## config.mk

```make
export PLATFORM = sky130hd
export DESIGN_NAME = max11043_spi_ctrl
export DESIGN_NICKNAME = d
export VERILOG_FILES = /design/src/rtl/max11043_pkg.sv /design/src/rtl/spi_bit_engine.sv /design/src/rtl/max11043_spi_ctrl.sv
export SDC_FILE = /design/constraint.sdc
export NUM_CORES = 1
export LEC_CHECK = 0
export ABC_AREA = 0
export BUFFER_PORTS_ARGS = -buffer_cell sky130_fd_sc_hd__buf_4
export CAP_MARGIN = 20
export CORE_MARGIN = 1.5
export CORE_UTILIZATION = 40
export DETAILED_ROUTE_END_ITERATION = 16
export HOLD_SLACK_MARGIN = 0.02
export SETUP_SLACK_MARGIN = 0.3
export SLEW_MARGIN = 30
export SYNTH_ARGS = -nofsm -noshare
export SYNTH_HDL_FRONTEND = slang
export SYNTH_SLANG_ARGS = --single-unit
```

## constraint.sdc

```tcl
create_clock -name CLK -period 2 [get_ports CLK]
set_input_delay 0.4 -clock CLK [delete_from_list [all_inputs] [get_ports CLK]]
set_output_delay 0.4 -clock CLK [all_outputs]
set_load 0.05 [all_outputs]
```

## src/rtl/max11043_pkg.sv

```systemverilog
// Shared types and constants for the MAX11043 SPI controller.
package max11043_pkg;

    typedef enum logic [1:0] {
        IDLE,
        SHIFT,
        TAIL,
        GAP
    } state_e;

    localparam int unsigned WR_BITS   = 24;
    localparam int unsigned RD_BITS   = 64;
    localparam int unsigned CMD_BITS  = 8;
    // A read frame is the command byte followed by the four-channel result.
    localparam int unsigned SHIFT_W   = CMD_BITS + RD_BITS;
    localparam int unsigned BIT_CNT_W = $clog2(SHIFT_W + 1);

    localparam logic [CMD_BITS-1:0] RD_CMD_DEF = 8'h81;

endpackage

```

## src/rtl/spi_bit_engine.sv

```systemverilog
// SPI mode-0 bit engine: generates SCLK, shifts MOSI out MSB first and
// samples MISO for n_bits bits after a start strobe.
// Ports:
//   clk, rst     - system clock, synchronous active-high reset
//   start        - one-cycle strobe; loads load_data and n_bits
//   load_data    - frame, MSB-aligned; bits below the frame length must be 0
//   n_bits       - number of bits in the frame
//   miso         - serial data in
//   sclk, mosi   - serial clock and data out (registered)
//   done_c       - high in the last cycle of the last bit
//   rx_bits      - last RD_BITS sampled bits, earliest in the MSB
module spi_bit_engine
    import max11043_pkg::*;
#(
    parameter int unsigned CLK_DIV = 2
) (
    input  logic                 clk,
    input  logic                 rst,
    input  logic                 start,
    input  logic [SHIFT_W-1:0]   load_data,
    input  logic [BIT_CNT_W-1:0] n_bits,
    input  logic                 miso,
    output logic                 sclk,
    output logic                 mosi,
    output logic                 done_c,
    output logic [RD_BITS-1:0]   rx_bits
);

    localparam int unsigned DIV_W = 16;

    logic                 active;
    logic [DIV_W-1:0]     div_cnt;
    logic [BIT_CNT_W-1:0] bit_cnt;
    logic [BIT_CNT_W-1:0] n_q;
    logic [SHIFT_W-1:0]   tx_sr;
    logic                 phase_end_c;

    assign phase_end_c = active && (div_cnt == DIV_W'(CLK_DIV - 1));
    assign done_c      = phase_end_c && sclk && (bit_cnt == n_q - BIT_CNT_W'(1));
    // MOSI is the shift register MSB; zeros shift in, so MOSI returns to 0 after the frame.
    assign mosi        = tx_sr[SHIFT_W-1];

    // Half-period divider, SCLK toggling, MISO sampling and MOSI shifting.
    always_ff @(posedge clk) begin
        if (rst) begin
            active  <= 1'b0;
            div_cnt <= '0;
            bit_cnt <= '0;
            n_q     <= '0;
            tx_sr   <= '0;
            rx_bits <= '0;
            sclk    <= 1'b0;
        end else if (start) begin
            active  <= 1'b1;
            div_cnt <= '0;
            bit_cnt <= '0;
            n_q     <= n_bits;
            tx_sr   <= load_data;
            sclk    <= 1'b0;
        end else if (phase_end_c) begin
            div_cnt <= '0;
            if (!sclk) begin
                sclk <= 1'b1;
            end else begin
                // End of high phase: sample, drop SCLK, advance MOSI.
                sclk    <= 1'b0;
                rx_bits <= {rx_bits[RD_BITS-2:0], miso};
                tx_sr   <= {tx_sr[SHIFT_W-2:0], 1'b0};
                bit_cnt <= bit_cnt + BIT_CNT_W'(1);
                if (done_c) begin
                    active <= 1'b0;
                end
            end
        end else if (active) begin
            div_cnt <= div_cnt + DIV_W'(1);
        end
    end

endmodule

```

## src/rtl/max11043_spi_ctrl.sv

```systemverilog
// SPI master for the MAX11043 ADC: sends 24-bit register writes from the
// host and reads the 64-bit four-channel result after every EOC.
// Ports:
//   CLK, RST  - system clock, synchronous active-high reset
//   EOC       - ADC end-of-conversion, active low, asynchronous
//   TX_READY  - level request to send DATAIN
//   DATAIN    - 24-bit command word, MSB first
//   MISO      - ADC DOUT
//   CS, SCLK, MOSI - SPI pins (mode 0, CS active low)
//   RX        - last read result, first received bit in RX[63]
//   RX_READY  - one-cycle pulse when RX updates
//   TX_SENT   - high when idle and able to accept a write
module max11043_spi_ctrl
    import max11043_pkg::*;
#(
    parameter int unsigned          CLK_DIV = 2,
    parameter int unsigned          CS_HIGH = 4,
    parameter logic [CMD_BITS-1:0]  RD_CMD  = RD_CMD_DEF
) (
    input  logic                CLK,
    input  logic                RST,
    input  logic                EOC,
    input  logic                TX_READY,
    input  logic [WR_BITS-1:0]  DATAIN,
    input  logic                MISO,
    output logic                CS,
    output logic                SCLK,
    output logic                MOSI,
    output logic [RD_BITS-1:0]  RX,
    output logic                RX_READY,
    output logic                TX_SENT
);

    localparam int unsigned CNT_W = 16;

    state_e               state_q, state_d;
    logic [CNT_W-1:0]     cnt_q, cnt_d;
    logic                 rd_mode_q, rd_mode_d;
    logic                 pend_q, pend_d;
    logic                 cs_d, tx_sent_d, rx_ready_d;
    logic [RD_BITS-1:0]   rx_d;

    logic                 eoc_meta, eoc_sync, eoc_prev;
    logic                 eoc_fall_c;

    logic                 start_c;
    logic [SHIFT_W-1:0]   load_c;
    logic [BIT_CNT_W-1:0] nbits_c;
    logic                 done_c;
    logic [RD_BITS-1:0]   rx_bits;

    assign eoc_fall_c = eoc_prev && !eoc_sync;

    spi_bit_engine #(
        .CLK_DIV (CLK_DIV)
    ) u_engine (
        .clk       (CLK),
        .rst       (RST),
        .start     (start_c),
        .load_data (load_c),
        .n_bits    (nbits_c),
        .miso      (MISO),
        .sclk      (SCLK),
        .mosi      (MOSI),
        .done_c    (done_c),
        .rx_bits   (rx_bits)
    );

    // Arbitration, CS tail/gap timing and RX capture.
    always_comb begin
        state_d    = state_q;
        cnt_d      = cnt_q;
        rd_mode_d  = rd_mode_q;
        pend_d     = pend_q || eoc_fall_c;
        cs_d       = CS;
        tx_sent_d  = TX_SENT;
        rx_d       = RX;
        rx_ready_d = 1'b0;
        start_c    = 1'b0;
        load_c     = '0;
        nbits_c    = '0;

        case (state_q)
            IDLE: begin
                // A pending read always wins over a waiting write.
                if (pend_q) begin
                    start_c   = 1'b1;
                    load_c    = {RD_CMD, {RD_BITS{1'b0}}};
                    nbits_c   = BIT_CNT_W'(SHIFT_W);
                    rd_mode_d = 1'b1;
                    pend_d    = eoc_fall_c;
                    cs_d      = 1'b0;
                    tx_sent_d = 1'b0;
                    state_d   = SHIFT;
                end else if (TX_READY) begin
                    start_c   = 1'b1;
                    load_c    = {DATAIN, {(SHIFT_W - WR_BITS){1'b0}}};
                    nbits_c   = BIT_CNT_W'(WR_BITS);
                    rd_mode_d = 1'b0;
                    cs_d      = 1'b0;
                    tx_sent_d = 1'b0;
                    state_d   = SHIFT;
                end
            end
            SHIFT: begin
                if (done_c) begin
                    cnt_d   = '0;
                    state_d = TAIL;
                end
            end
            TAIL: begin
                if (cnt_q == CNT_W'(CLK_DIV - 1)) begin
                    cnt_d   = '0;
                    cs_d    = 1'b1;
                    state_d = GAP;
                    if (rd_mode_q) begin
                        rx_d       = rx_bits;
                        rx_ready_d = 1'b1;
                    end
                end else begin
                    cnt_d = cnt_q + CNT_W'(1);
                end
            end
            GAP: begin
                if (cnt_q == CNT_W'(CS_HIGH - 1)) begin
                    cnt_d     = '0;
                    tx_sent_d = 1'b1;
                    state_d   = IDLE;
                end else begin
                    cnt_d = cnt_q + CNT_W'(1);
                end
            end
            default: begin
                state_d = IDLE;
            end
        endcase
    end

    // State, outputs and EOC synchronizer (idles high so reset never looks like an edge).
    always_ff @(posedge CLK) begin
        if (RST) begin
            state_q   <= IDLE;
            cnt_q     <= '0;
            rd_mode_q <= 1'b0;
            pend_q    <= 1'b0;
            CS        <= 1'b1;
            TX_SENT   <= 1'b1;
            RX        <= '0;
            RX_READY  <= 1'b0;
            eoc_meta  <= 1'b1;
            eoc_sync  <= 1'b1;
            eoc_prev  <= 1'b1;
        end else begin
            state_q   <= state_d;
            cnt_q     <= cnt_d;
            rd_mode_q <= rd_mode_d;
            pend_q    <= pend_d;
            CS        <= cs_d;
            TX_SENT   <= tx_sent_d;
            RX        <= rx_d;
            RX_READY  <= rx_ready_d;
            eoc_meta  <= EOC;
            eoc_sync  <= eoc_meta;
            eoc_prev  <= eoc_sync;
        end
    end

endmodule

```

Yosys cells after proc, flatten, opt, wreduce, memory -nomap -nowiden. Index checks and enable logic that the tools add are counted.

Logic and storage cells: 100. Output and inout bits: 69. Register bits after elaboration: 258. Bits of input ports: 29.

Muxes and demuxes: 37. Reduce and logical (&&, ||, !) cells: 27. Bitwise operators: 3. Equal/unequal tests: 11. $add $sub $neg: 4.

Operators with widths (number): $mux W72 (6); $mux W16 (3); $pmux W16 S3 (1); $add A16 B1 Y16 const B (2); $eq A16 B1 Y1 const B (2); $eq A16 B2 Y1 const B (1); $mux W1 (16); $reduce_and A3 Y1 (5); $mux W7 (2); $reduce_bool A2 Y1 (6); $mux W2 (5); $pmux W2 S4 (1); $reduce_and A2 Y1 (4); $add A7 B1 Y7 const B (1); $eq A7 B7 Y1 (1); $sub A7 B1 Y7 const B (1); $ne A2 B2 Y1 const B (3); $reduce_or A3 Y1 (2); $mux W5 (1); $eq A2 B2 Y1 const B (2); $logic_and A1 B1 Y1 (4); $pmux W1 S2 (2); $reduce_and A4 Y1 (1); $ne A3 B3 Y1 const B (1); 7 further kinds (9).

Longest topological paths before layout. Gate-level depths: netlist of run 1.

Depth after elaboration: 8. Mapped depth: 9. Gate-level depth less buffers: 8.

Cells and area by module. From an unflattened synthesis of run 1, not the netlist that was laid out.

Cells, all modules: 1366. Area total of the unflattened synthesis: 11584.9 um^2.

Modules (own cells, without submodules): spi_bit_engine (area an instance 7349.5 um^2, instances 1, sequential area each 3363.2 um^2, cells each 859); max11043_spi_ctrl (area an instance 4235.3 um^2, instances 1, sequential area each 1801.7 um^2, cells each 507).

Worst setup path before layout of run 1. Ideal clock, no wire load.

Path type: flip-flop to flip-flop. Start point: register u_engine.sclk. End point: register cnt_q[11]. Setup time: 0.087 ns. Clock period less this slack: 2.055 ns. Path buffers: 1. Data required time: 1.913 ns. Slack: -0.055 ns. Arrival: 1.968 ns. Stages on the path, launching flop included: 7. Cells stage by stage: dfxtp_1 nand3_1 a2111oi_4 o22ai_2 or2_4 buf_6 o31ai_1.

Word-level cells in the longest chain between the ends: 4.

RTL lines: from (decl) (RTL line spi_bit_engine.sv:23) `output logic sclk,`; from (signal assigned) (RTL line spi_bit_engine.sv:52) `sclk <= 1'b0;`; from (signal assigned) (RTL line spi_bit_engine.sv:59) `sclk <= 1'b0;`; from (signal assigned) (RTL line spi_bit_engine.sv:63) `sclk <= 1'b1;`; $logic_and A1 B1 Y1 (2 in a row) (RTL line spi_bit_engine.sv:39) `assign done_c = phase_end_c && sclk && (bit_cnt == n_q - BIT_CNT_W'(1));`; $ne A2 B2 Y1 (no source line); $reduce_and A2 Y1 (no source line); to (signal assigned) (RTL line max11043_spi_ctrl.sv:155) `cnt_q <= cnt_d;`; to (decl) (RTL line max11043_spi_ctrl.sv:37) `logic [CNT_W-1:0] cnt_q, cnt_d;`.

No other way between the ends. A chain may end at the register's enable or synchronous reset.

Worst setup path after layout of run 1.
Start point: register u_engine.div_cnt[1]. End point: register u_engine.rx_bits[34].

Word-level cells in the longest chain between the ends: 3.

RTL lines: from (decl) (RTL line spi_bit_engine.sv:32) `logic [DIV_W-1:0] div_cnt;`; from (signal assigned) (RTL line spi_bit_engine.sv:75) `div_cnt <= div_cnt + DIV_W'(1);`; $eq A16 B1 Y1 (RTL line spi_bit_engine.sv:38) `assign phase_end_c = active && (div_cnt == DIV_W'(CLK_DIV - 1));`; $logic_and A1 B1 Y1 (RTL line spi_bit_engine.sv:38); $reduce_and A3 Y1 (no source line); to (signal assigned) (RTL line spi_bit_engine.sv:67) `rx_bits <= {rx_bits[RD_BITS-2:0], miso};`; to (decl) (RTL line spi_bit_engine.sv:26) `output logic [RD_BITS-1:0] rx_bits`.

No other way between the ends.

==> results_dict.tcl, run 1 <==
set metrics [dict create \
    dr.pass1.iters 4 \
    coreArea_um2 19700 \
    rows 51 \
    synth-edff-count 0 \
    multi_input_area_um2 5420 \
    cp-end-kind "flip-flop" \
    fin_ws_ns -0.221 \
    io-pin-count 98 \
    post_drt_wl_per_cell_um 16.3 \
    detail-route-antenna-nets 0 \
    htree_levels 1 \
    path_clk_slew_ns 0.05 \
    cts_buffers 23 \
    synth_seq_area_share_pct 50.8 \
    start_util_pct 41.2 \
    antenna_found_initial 0 \
    met2_usage_pct 31.5 \
    crit_arrival_ns 2.65 \
    finalSetupTns_ns -11.54 \
    post_dp_cell_area_um2 9470 \
    worstMarginPinSlew_ns 0.630 \
    grt_pass1_vias 6683 \
    rsz0062_at_grt "yes" \
    async_flop_share_pct 0 \
    gp_congestion 0.749 \
    final_cell_mix "193 x dfxtp_1, 174 x nand2_1, 141 x buf_4" \
    drt-vias-per-instance 5.15 \
    dieArea_um2 21200 \
    drive_gt1_share_pct 49.0 \
    criticalPathCategory "flip-flop to flip-flop" \
    final_nets 1200 \
    worstSetupStartpointType "flip-flop" \
    grt_max_degree 95 \
    reg2reg_depth 12 \
    status "complete, but fails checks" \
    grt_usage_pct 19.1 \
    grt_use_met3_pct 3.01 \
    slew_viol_final 0 \
    fin_cells 1443 \
    syn_inst 1007 \
    violations "setup timing" \
    hp-class "primary input to flip-flop" \
    synth-xor-area-share_pct 2.69 \
    cts_sinks 206 \
    vias 7437 \
    synth.distinct_cells 58 \
    final_common_cell "dfxtp_1" \
    muxShareOfSynthArea_pct 0.262 \
    grt-ovfl-total 0 \
    fillers 1536 \
    hold_violations 0 \
    ir_worst_vdd_mv 0.765 \
    max-cap-violations 0 \
    syn_area_um2 8130 \
    port_buffers 97 \
    yosys.area_share.simple_pct 24.9 \
    cts_root_buf "clkbuf_16" \
    busiest_layer "met2" \
    syn-num-nets 1046 \
    required_ns 2.43 \
    yosys_warnings 0 \
    post-route-min-period_ns 2.22 \
    insertion_delay_ns 0.51 \
    cp_max_fo 8 \
    dp_cells 1348 \
    dp_hpwl_um 11200 \
    worst_clock_skew_ns 0.0203 \
    seq_area_um2 4150 \
    holdPathStages 2 \
    areaGrowthSynthToFinish_pct 58.0 \
    ys_ff_latch 206 \
    chipWidth_um 146 \
    clock.fmax_mhz 450 \
    p_leak_nw 5.15 \
    min_period_over_period_pct 111 \
    setup_violations 80 \
    met1_usage_pct 25.7 \
    drt_wl_total_um 23600 \
    synthAdderAreaFrac_pct 1.54 \
    fin_util_pct 65.1 \
    syn_avg_cell_area_um2 8.07 \
    cts_tree "done" \
    powerDensity_nw_per_um2 885 \
    grt_pass1_wl_um 34000 \
    synth_top_family_by_area "simple AND/OR/NAND/NOR gates" \
    die_h_um 146 \
    cts_buffer_depth 3 \
    synth-compound-area-share_pct 15.9 \
    antenna_cells 0 \
    slew_headroom_pct 58.0 \
    remaining_drc_errors 0 \
    synth_flop_cell "dfxtp_1" \
    total_power_mw 11.4 \
    stdcell_area_um2 12800 \
    drtIter0Drc 338 \
]
==> path summary, 6_finish.rpt <==
kind / slack (ns) / to / start
hold reg to reg: 0.41 / eoc_sync$_SDFF_PP1_ / eoc_meta$_SDFF_PP1_
setup reg to reg: -0.22 / u_engine.rx_bits[34]$_SDFFE_PP0P_ / u_engine.div_cnt[1]$_SDFFE_PP0P_
setup / recovery: -0.22 / u_engine.rx_bits[34]$_SDFFE_PP0P_ / u_engine.div_cnt[1]$_SDFFE_PP0P_
hold / removal: 0.09 / eoc_meta$_SDFF_PP1_ / EOC
==> what timing repair did <==
action                     4_1_cts  5_1_grt
setup buffers                   11       17
hold endpoints to repair         0        0
resized for setup               97      403
pin swaps                       83      143
hold buffers                     0        0
setup endpoints to repair      190      194
cloned                          12       13
==> area by class of cell <==
cell class                 instances  area share [%]
multi-input combinational        724            42.2
clock inverter                     8           0.975
sequential                       206            32.3
clock buffer                      34            5.12
timing repair buffer             193            16.4
tap                              265            2.58
inverter                          13           0.380
==> Yosys cell counts, types with 9 or more instances <==
library cell / count / area share [%]
dfxtp_1: 206 / 51
xor2_1: 17 / 1.8
inv_1: 13 / 0.60
o21ai_0: 37 / 2.3
ha_1: 10 / 1.5
a211oi_1: 23 / 2.1
buf_2: 17 / 1.0
clkbuf_1: 44 / 2.0
nor2b_1: 17 / 1.3
nand3_1: 14 / 0.86
nor2_1: 65 / 3.0
a21oi_1: 138 / 8.5
o31ai_1: 9 / 0.83
nand2_1: 308 / 14
==> registers in the layout, summed over array words and instances (netlist names), 2 cells and up <==
name and cells:
cnt_q 16, u_engine.n_q 3, u_engine.div_cnt 16, u_engine.tx_sr 24
RX 64, state_q 2, u_engine.rx_bits 64, u_engine.bit_cnt 7
==> critical path: stages (launching register included) <==
cell	delay, ns
dfxtp_2	0.32
inv_2	0.05
ha_4	0.11
nor4b_4	0.26
buf_4	0.18
buf_6	0.09
and4_4	0.22
nand2_4	0.07
a21oi_4	0.28
buf_12	0.19
clkbuf_16	0.19
nand2_4	0.05
a21oi_2	0.12
==> report_power, final <==
group	internal, mW	leakage (nW)	switching, mW
combinational	1.15	3.09	1.36
clock	2.67	0.380	1.69
sequential	4.34	1.67	0.159
==> kinds of logic after synthesis <==
| group | Yosys count |
|---|---|
| buffers and inverters | 78 |
| AND/OR/NAND/NOR | 462 |
| flip-flops | 206 |
| multiplexers | 2 |
| adder cells (fa/ha/maj) | 10 |
| AO/OA/AOI/OAI | 224 |
| XOR/XNOR | 25 |
==> routing by layer <==
metal  routed length, µm  part of all wire (%)  vias to the layer above
li1                    -                     -                     3692
met1               10400                    44                     3564
met2               11600                    49                      145
met3                 931                   3.9                       36
met4                 633                   2.7                        0
met5                   0                     0                        -
==> metrics by stage <==
step / worst slack, ns / hold WS (ns)
2_1_floorplan: 0.00641 / 0.389
3_3_place_gp: -0.0454 / 0.391
4_1_cts: -0.144 / 0.0663
6_report: -0.221 / 0.0896
3_5_place_dp: -0.127 / 0.394
5_1_grt: -0.300 / 0.0724
(Power assumes the default switching activity.)
==> run 2, diff against run 1 <==
--- a/config.mk
+++ b/config.mk
@@ -12,6 +12,7 @@
 export CORE_UTILIZATION = 40
 export DETAILED_ROUTE_END_ITERATION = 16
 export HOLD_SLACK_MARGIN = 0.02
+export PLACE_DENSITY_LB_ADDON = 0.15
 export SETUP_SLACK_MARGIN = 0.3
 export SLEW_MARGIN = 30
 export SYNTH_ARGS = -nofsm -noshare
==> results_dict.tcl, run 2 (synthesized netlist as in run 1, its figures left out) <==
set metrics [dict create \
    worstHoldStart "EOC" \
    cp_slowest_cell "a2111oi_4" \
    critPathBufInv 3 \
    htree_levels 1 \
    hold_violations 0 \
    met2_usage_pct 31.8 \
    final_common_cell "dfxtp_1" \
    gp_congestion 0.776 \
    worst_clock_skew_ns 0.0209 \
    required_ns 2.39 \
    post-route-min-period_ns 2.08 \
    stdcell_area_um2 12500 \
    busiest_layer "met2" \
    worstSetupStartpointType "flip-flop" \
    path_clk_slew_ns 0.06 \
    hp-class "primary input to flip-flop" \
    post_dp_cell_area_um2 9470 \
    cts_buffer_depth 3 \
    clock.fmax_mhz 481 \
    grt_pass1_vias 6585 \
    drtIter0Drc 375 \
    rr_startpoint "u_engine.n_q[3]$_SDFFE_PP0P_" \
    slew_viol_final 0 \
    io-pin-count 98 \
    cts_buffers 22 \
    slew_headroom_pct 50.6 \
    hold_buffers 0 \
    antenna_found_initial 0 \
    fillers 1606 \
    drt-vias-per-instance 5.17 \
    criticalPathCategory "flip-flop to flip-flop" \
    grt_pass1_wl_um 33300 \
    reg2reg_depth 10 \
    vias 7425 \
    cts_tree "done" \
    dieArea_um2 21200 \
    antenna_cells 0 \
    remaining_drc_errors 0 \
    start_util_pct 41.2 \
    cp_max_fo 6 \
    chipWidth_um 146 \
    rsz0062_at_grt "yes" \
    areaGrowthSynthToFinish_pct 53.2 \
    reg_top3 "RX x64, u_engine.rx_bits x64, u_engine.tx_sr x24" \
    final_nets 1201 \
    cts_sinks 206 \
    coreArea_um2 19700 \
    met1_usage_pct 25.2 \
    grt_usage_pct 18.7 \
    drive_gt1_share_pct 44.3 \
    port_buffers 97 \
    detail-route-antenna-nets 0 \
    grt_max_degree 86 \
    min_period_over_period_pct 104 \
    dp_hpwl_um 11300 \
    max-cap-violations 0 \
    p_leak_nw 4.77 \
    finalSetupTns_ns -0.968 \
    holdWs_ns 0.0871 \
    powerDensity_nw_per_um2 860 \
    crit_path_start "u_engine.n_q[3]$_SDFFE_PP0P_" \
    post_drt_wl_per_cell_um 16.4 \
    ir_worst_vdd_mv 0.680 \
    insertion_delay_ns 0.51 \
    grt_use_met3_pct 2.70 \
    dr.pass1.iters 5 \
    path_cells "inv_2, ha_4, xor2_2, nand2_2, a2111oi_4, buf_4, o21ai_4, buf_8, o21ai_2, o31ai_4" \
    critical_path_depth 10 \
    holdPathStages 2 \
    crit_arrival_ns 2.47 \
    cp-end-kind "flip-flop" \
    rows 51 \
    worstMarginPinSlew_ns 0.742 \
    status "complete, but fails checks" \
    fin_ws_ns -0.0811 \
    violations "setup timing" \
    cts_root_buf "clkbuf_16" \
    cpLargestDelayFamily "compound AO/OA/AOI/OAI gates" \
    grt-ovfl-total 0 \
    fin_util_pct 63.1 \
    die_h_um 146 \
    cp_slowest_stage_delay_ns 0.40 \
    setup_violations 32 \
    final_cell_mix "196 x dfxtp_1, 186 x nand2_1, 139 x buf_4" \
    drt_wl_total_um 23600 \
]
run 2: cell types whose count changed in the layout (fill, tap and decap cells not counted), sizes merged:
| cell | previous run | this run |
|---|---|---|
| buf | 183 | 180 |
| bufinv | 3 | 1 |
| clkbuf | 44 | 43 |
| clkinv | 2 | 4 |
| clkinvlp | 1 | 0 |
| inv | 15 | 13 |
| or2 | 8 | 9 |
run 2: worst paths after layout:
path                            slack [ns]                      to
worst max register to register       -0.08  cnt_q[15]$_SDFFE_PP0P_
worst max-delay path                 -0.08  cnt_q[15]$_SDFFE_PP0P_
worst min register to register        0.40     eoc_sync$_SDFF_PP1_
worst min-delay path                  0.09     eoc_meta$_SDFF_PP1_
run 2: area by class of cell:
class | instances | area, µm² | share of cell area (%)
multi-input combinational | 725 | 5160 | 41.4
sequential | 206 | 4140 | 33.2
timing repair buffer | 194 | 2120 | 17.0
clock buffer | 29 | 597 | 4.79
tap | 265 | 332 | 2.66
clock inverter | 5 | 61.3 | 0.492
inverter | 13 | 48.8 | 0.392
run 2: repair_timing:
| item | CTS | global route |
|---|---|---|
| buffers inserted | 12 | 10 |
| setup endpoints to repair | 188 | 197 |
| gates resized for setup | 72 | 348 |
| pin swaps | 55 | 160 |
| cloned | 11 | 20 |
run 2: stage by stage:
step | cells | worst slack [ns] | total power, mW
after floorplan | 1007 | 0.00641 | 5.82
after global placement | 1350 | -0.0586 | 6.35
after detailed placement | 1350 | -0.118 | 6.35
after CTS | 1407 | -0.136 | 10.3
after global routing | 1437 | -0.177 | 11.2
final | 1437 | -0.0811 | 10.7
run 2: report_power, final:
group          internal (mW)  leakage (nW)  switching (mW)
Sequential              4.34          1.67           0.135
Combinational           1.07          2.77            1.34
Clock                   2.21         0.324            1.61
run 2: routing by layer:
layer	routed length, µm	vias to the layer above
li1	-	3672
met5	0	-
met1	10400	3533
met2	11700	180
met3	1010	40
met4	467	0
run 2: worst reg2reg max path, cell delays in order (launching register included):
cell       delay [ns]
dfxtp_2          0.33
inv_2            0.05
ha_4             0.26
xor2_2           0.15
nand2_2          0.08
a2111oi_4        0.40
buf_4            0.20
o21ai_4          0.09
buf_8            0.15
o21ai_2          0.18
o31ai_4          0.09
